## config.mk

```make
export PLATFORM = sky130hd
export DESIGN_NAME = fifo_reader
export DESIGN_NICKNAME = d
export VERILOG_FILES = /design/src/rtl/fifo_reader.sv
export SDC_FILE = /design/constraint.sdc
export NUM_CORES = 1
export LEC_CHECK = 0
export CELL_PAD_IN_SITES_DETAIL_PLACEMENT = 1
export CELL_PAD_IN_SITES_GLOBAL_PLACEMENT = 2
export CORE_UTILIZATION = 35
export CTS_BUF_LIST = sky130_fd_sc_hd__clkbuf_2 sky130_fd_sc_hd__clkbuf_4 sky130_fd_sc_hd__clkbuf_8
export CTS_CLUSTER_DIAMETER = 150
export DETAILED_ROUTE_END_ITERATION = 10
export GPL_TIMING_DRIVEN = 0
export PLACE_DENSITY = 0.89
export REMOVE_ABC_BUFFERS = 1
export SETUP_SLACK_MARGIN = 0.05
export SYNTH_ARGS = -nofsm -noshare
export SYNTH_HDL_FRONTEND = slang
export SYNTH_SLANG_ARGS = --single-unit
```

## constraint.sdc

```tcl
create_clock -name clk -period 2.5 [get_ports clk]
set_input_delay 0.25 -clock clk [delete_from_list [all_inputs] [get_ports clk]]
set_output_delay 0.25 -clock clk [all_outputs]
set_load 0.05 [all_outputs]
```

## src/rtl/fifo_reader.sv

```systemverilog
// rtl/fifo_reader.sv - FIFO read-side controller: two-entry skid buffer to valid/ready stream
module fifo_reader #(
    parameter int DW   = 24,
    parameter int CNTW = 16
) (
    input  logic            clk,
    input  logic            rst,
    input  logic            en,
    input  logic            flush,
    output logic            fifo_pop,
    input  logic            fifo_vld,
    input  logic [DW-1:0]   fifo_data,
    output logic            m_valid,
    input  logic            m_ready,
    output logic [DW-1:0]   m_data,
    output logic [CNTW-1:0] xfer_cnt
);

    typedef enum logic [1:0] {
        EMPTY = 2'd0,
        ONE   = 2'd1,
        TWO   = 2'd2
    } occ_t;

    occ_t          occ;
    occ_t          occ_next;
    logic [DW-1:0] main_q;
    logic [DW-1:0] skid_q;
    logic [DW-1:0] main_next;
    logic [DW-1:0] skid_next;
    logic          acc_in;
    logic          acc_out;

    // Pop depends only on state, en and flush so m_ready never reaches the FIFO combinationally.
    assign fifo_pop = !rst && en && !flush && (occ != TWO);
    assign m_valid  = (occ != EMPTY);
    assign m_data   = main_q;
    assign acc_in   = fifo_pop && fifo_vld;
    assign acc_out  = m_valid && m_ready;

    always_ff @(posedge clk or posedge rst) begin
        if (rst) begin
            occ      <= EMPTY;
            main_q   <= '0;
            skid_q   <= '0;
            xfer_cnt <= '0;
        end else begin
            occ    <= occ_next;
            main_q <= main_next;
            skid_q <= skid_next;
            if (acc_out) begin
                xfer_cnt <= xfer_cnt + 1'b1;
            end
        end
    end

    always_comb begin
        occ_next  = occ;
        main_next = main_q;
        skid_next = skid_q;
        case (occ)
            EMPTY: begin
                if (acc_in) begin
                    occ_next  = ONE;
                    main_next = fifo_data;
                end
            end
            ONE: begin
                if (acc_in && !acc_out) begin
                    occ_next  = TWO;
                    skid_next = fifo_data;
                end else if (acc_in && acc_out) begin
                    main_next = fifo_data;
                end else if (acc_out) begin
                    occ_next = EMPTY;
                end
            end
            TWO: begin
                if (acc_out) begin
                    occ_next  = ONE;
                    main_next = skid_q;
                end
            end
            default: begin
                occ_next = EMPTY;
            end
        endcase
        // Flush empties the buffer; stored words become don't-care and are left untouched.
        if (flush) begin
            occ_next  = EMPTY;
            main_next = main_q;
            skid_next = skid_q;
        end
    end

endmodule

```

; ---- After elaboration in Yosys (flattened, before gate mapping)
; Cells that the tools add are included.
[word_totals]
register_bits = 66
inputBits = 30
[op_classes]
addsub = 1
n_eq_ne = 11
n_mux = 12
bitwise_logic = 1
n_reduce_logical = 16
[op_table]
columns = op, count
row1 = $mux 24, 4
row2 = $pmux 24 s3, 1
row3 = $add 16x1->16 const B, 1
row4 = $mux 2, 6
row5 = $ne 2x2->1 const B, 5
row6 = $ne 4x4->1 const B, 2
row7 = $logic_and 1x1->1, 7
row8 = $ne 3x3->1 const B, 2
row9 = $pmux 2 s3, 1
row10 = $reduce_and 6->1, 1
row11 = $reduce_and 4->1, 1
row12 = $logic_not 1->1, 3
row13 = $reduce_and 3->1, 1
row14 = $reduce_bool 3->1, 1
row15 = $eq 2x1->1 const B, 1
row16 = $eq 2x2->1 const B, 1
row17 = $logic_not 2->1, 1
row18 = $reduce_bool 2->1, 1
row19 = $not 1->1, 1

; ---- Depth between registers and ports, before layout
[logic_depth]
depth_word = 10
ltp_mapped = 7
ltp_nobuf = 4

; ---- Least setup slack after synthesis
; No wires, ideal clock.
[synth_path]
path_kind = register to register
startpoint = reg xfer_cnt[3]
endpoint = reg xfer_cnt[14]
setup_ps = 82
arrival_time_ps = 1600
t_required_ps = 2418
path_slack_ps = 818
stages_incl_launch_ff = 5
path_cell_list = dfrtp_1 nand4_2 or2_1 nor3_1 xor2_1
[synth_between]
elab_chain_cells = 1
[synth_rtl]
columns = item, line
row1 = start: declaration, 16  ; output logic [CNTW-1:0] xfer_cnt
row2 = start signal: assignment, 52  ; xfer_cnt <= xfer_cnt + 1'b1;
row3 = $add 16x1->16, 52
; Every way passes these cells.
; A chain may end at the register's enable or synchronous reset.

; ---- Final worst setup path
[layout_path]
startpoint = reg occ[1]
endpoint = reg main_q[23] (netlist: m_data[23])
[layout_between]
elab_chain_cells = 6
elab_cells_between_ends = 18
classes_between = eq/ne (7) / mux (1) / reduce/logical (10)
[layout_rtl]
columns = item, line
row1 = start: declaration, 25  ; occ_t occ;
row2 = start signal: assignment, 48  ; occ <= occ_next;
row3 = $ne 2x2->1 / $reduce_bool 2->1 (equally long branches), "35, 36"
row4 = "$logic_and 1x1->1, on equally long branches", "35, 39"
row5 = $logic_and 1x1->1 / $logic_not 1->1 (equally long branches), "38, 69"
row6 = "$logic_and 1x1->1, on equally long branches", "72, 69"
row7 = $ne 2x2->1 (no source line), --
row8 = $reduce_and 6->1 (no source line), --
row9 = end signal: assignment, 49  ; main_q <= main_next;
row10 = end: declaration, 27  ; logic [DW-1:0] main_q;
; Parallel ways exist; a longest one is shown, timed or not.

==> summary.txt <==
Synth
  – Register area share after synthesis: 53.8%
  – Top post-synthesis cells by area: dfrtp_1 (54%), mux2_2 (19%), mux2_4 (9.8%)
  – Ys Warns: 0
  – Top FF cell, synth: dfrtp_1
  – Synth Register Bits: 66
  – Async SR Flop Fraction: 100%
  – Yosys cell types: 33
  – Synth top area share: a little over half
  – Number of cells produced by synthesis: 209
  – Syn_area_per_cell: 14.7 sq um
  – Dominant cell type by area after synthesis: dfrtp_1
  – Post-synth EDFFs: 0
  – Synth Cell Area: 0.00307 sq mm

Clocking
  – CTS sink cnt: 66
  – CTS tree: built
  – H-tree levels: 3
  – Clk Latency, worst-skew pair: between 0.3 and 0.4 ns
  – Clk buf depth: 2
  – CTS root buffer: clkbuf_8
  – CTS Buf Count: 9
  – Clock Pin Slew Worst Setup and Hold Paths: 0.07 ns
  – Post-CTS Hold Fix Bufs: 0

Flow run
  – Maxcap violations: 0

Pwr
  – Net Sw Frac: between 30% and 40%
  – Final Power: 3320 uW
  – Clock Power Share: 28.8%
  – Internal Power: between 2000 and 2500 uW
  – Net Switching: roughly 1100 uW
  – Comb pwr share: between 30% and 40%
  – Flop pwr share: between 40 and 50%
  – Power density over cell area: 821 mW/mm^2
  – VDD IR-drop max: around 0.41 mV
  – Pleak: approximately 0.0019 uW

Detailed routing
  – Final wirelength: 6390 um
  – Antenna Nets Post-Route: 0
  – Residual DRC count: 0
  – Drt pass-1 iters: 4
  – Via count: roughly 1900
  – Drt initial violations: 39
  – Routed vias/inst: roughly 4.9
  – Drt wl/cell: 16.3 um

Floorplan
  – Die width: between 90 and 100 um
  – Core Footprint: between 0.008 and 0.009 sq mm
  – # IOs: just over 70
  – Die Span Y: 95.6 um
  – Initial core utilization: 36.8%
  – Die area: between 0.009 and 0.01 sq mm
  – Rows: 33

Timing
  – # setup viols final: 0
  – Pins over their slew limit: 0
  – Final period util: 88.1%
  – Hold Violations, Final: 0
  – Worst-margin pin slew: 0.893 ns
  – Clock skew: 0.00592 ns
  – Normalized max-slew margin: 40.5%
  – Hold Slack: 0.468 ns
  – Fmax: 454 MHz
  – Unrepaired setup endpoints after global routing: false
  – Tmin final: 2.20 ns

Layout
  – Area grow syn2layout: 31.7%
  – Proportion of layout cells with a drive suffix above 1: 34.1%
  – Nets: 313
  – Commonest non-fill, non-tap cell in the layout: clkdlybuf4s50_1
  – Most frequent cells in the layout: clkdlybuf4s50_1 (70), dfrtp_1 (66), mux2_2 (53)
  – N_diodes: 0

Critical path
  – WP data arrival: 2.43 ns
  – Slowest cell on the critical path: nand2b_2
  – CP Launch Type: register
  – Worst-path maximum fanout: 27
  – Critical path class: reg2reg
  – CP Cell Sequence: nand2b_4 > o32ai_1 > nand2b_2 > mux2_2
  – CP required: 2.72 ns
  – CP Capture Type: register
  – Slowest cell delay on critical path: 0.66 ns
  – Worst Path Buf+Inv: 0
  – Crit path max-delay family: simple AND/OR/NAND/NOR gates

Placed design
  – IO buf count: 71
  – Hpwl dp: 4180 um
  – Gpl congestion: 0.720

Global route
  – Pin count of the biggest net entering global routing: 67
  – Total track usage: between 15 and 20%
  – Routing usage on met1: 20.3%
  – Vias in the first global route: 2000
  – Met3 capacity usage during global routing: 5.02%
  – First-pass GRT wire length: 10400 um
  – Initial antenna violation count: 0
  – Grt total ovfl: 0
  – Most used routing layer: met2
  – Met2 Use GR: 24.0%

Outcome
  – Status: finished clean

Min path
  – Hold Path Class: reg2reg
path summary, 6_finish.rpt:
kind	from	to	cells past startpoint	slack, ns
max	occ[1]	m_data[23]	4	0.30
min reg2reg	xfer_cnt[15]	xfer_cnt[15]	1	0.47
min in group asynchronous	rst	m_data[4]	2	0.52
max in group asynchronous	rst	skid_q[14]	2	1.44
max reg2reg	occ[1]	m_data[23]	4	0.30
min	xfer_cnt[15]	xfer_cnt[15]	1	0.47
metrics by stage:
stage | std cells | setup slack [ns] | setup TNS, ns | utilization [%] | area (sq um)
2_1_floorplan | 200 | 0.157 | 0 | - | 2980
3_5_place_dp | 376 | -0.0582 | -0.940 | 45.9 | 3830
4_1_cts | 392 | 0.253 | 0 | 48.5 | 4040
6_report | 392 | 0.298 | 0 | 48.5 | 4040
5_1_grt | 392 | 0.116 | 0 | 48.5 | 4040
3_3_place_gp | 376 | -0.712 | -57.51 | 45.8 | 3820
synthesized netlist by cell type (all sizes together) (3+ instances only):
master / n
buf: 9
inv: 3
nand4: 5
xnor2: 9
dfrtp: 66
nand2: 4
xor2: 6
nor3: 4
nand3: 4
mux2: 73
nor2: 5
metal layers:
layer	wire length (um)	vias up
met5	0	-
met4	95	0
met3	275	6
met2	3120	38
met1	2890	995
li1	-	879
area by class of cell:
type | instances | area, sq um
fillers | 855 | 4300
flip-flops and latches | 66 | 1650
multi-input cells | 131 | 1330
repair buffers | 71 | 709
clock buffers | 14 | 174
well taps | 105 | 131
clock inverters | 2 | 35.0
inverters | 3 | 13.8
kinds of logic (layout without fill, tap and decap cells):
group           Yosys count  in the layout  synth area share, %
fa+ha+maj                 1              1                0.408
xor+xnor                 15             15                 4.28
simple gates             36             36                 7.26
compound gates            4              4                 1.14
buf+inv                  12             90                 3.22
mux                      75             75                 29.9
flops                    66             66                 53.8
power by group through the flow:
stage	logic [uW]	registers, uW	clock network, uW
floorplan	250	1770	0
global placement	1020	1350	0
detailed placement	1030	1350	0
CTS	1040	1340	974
global route	1070	1360	1030
finish	1030	1330	955
registers in the layout, indices dropped and copies added, names as in the netlist:
signal and cells:
m_data 24, skid_q 24, xfer_cnt 16, occ 2
repair_timing:
action | 4_1_cts | 5_1_grt
setup endpoints to repair | 25 | 0
buffers inserted | 0 | 0
gates resized for setup | 2 | 0
(Power assumes the default switching activity.)
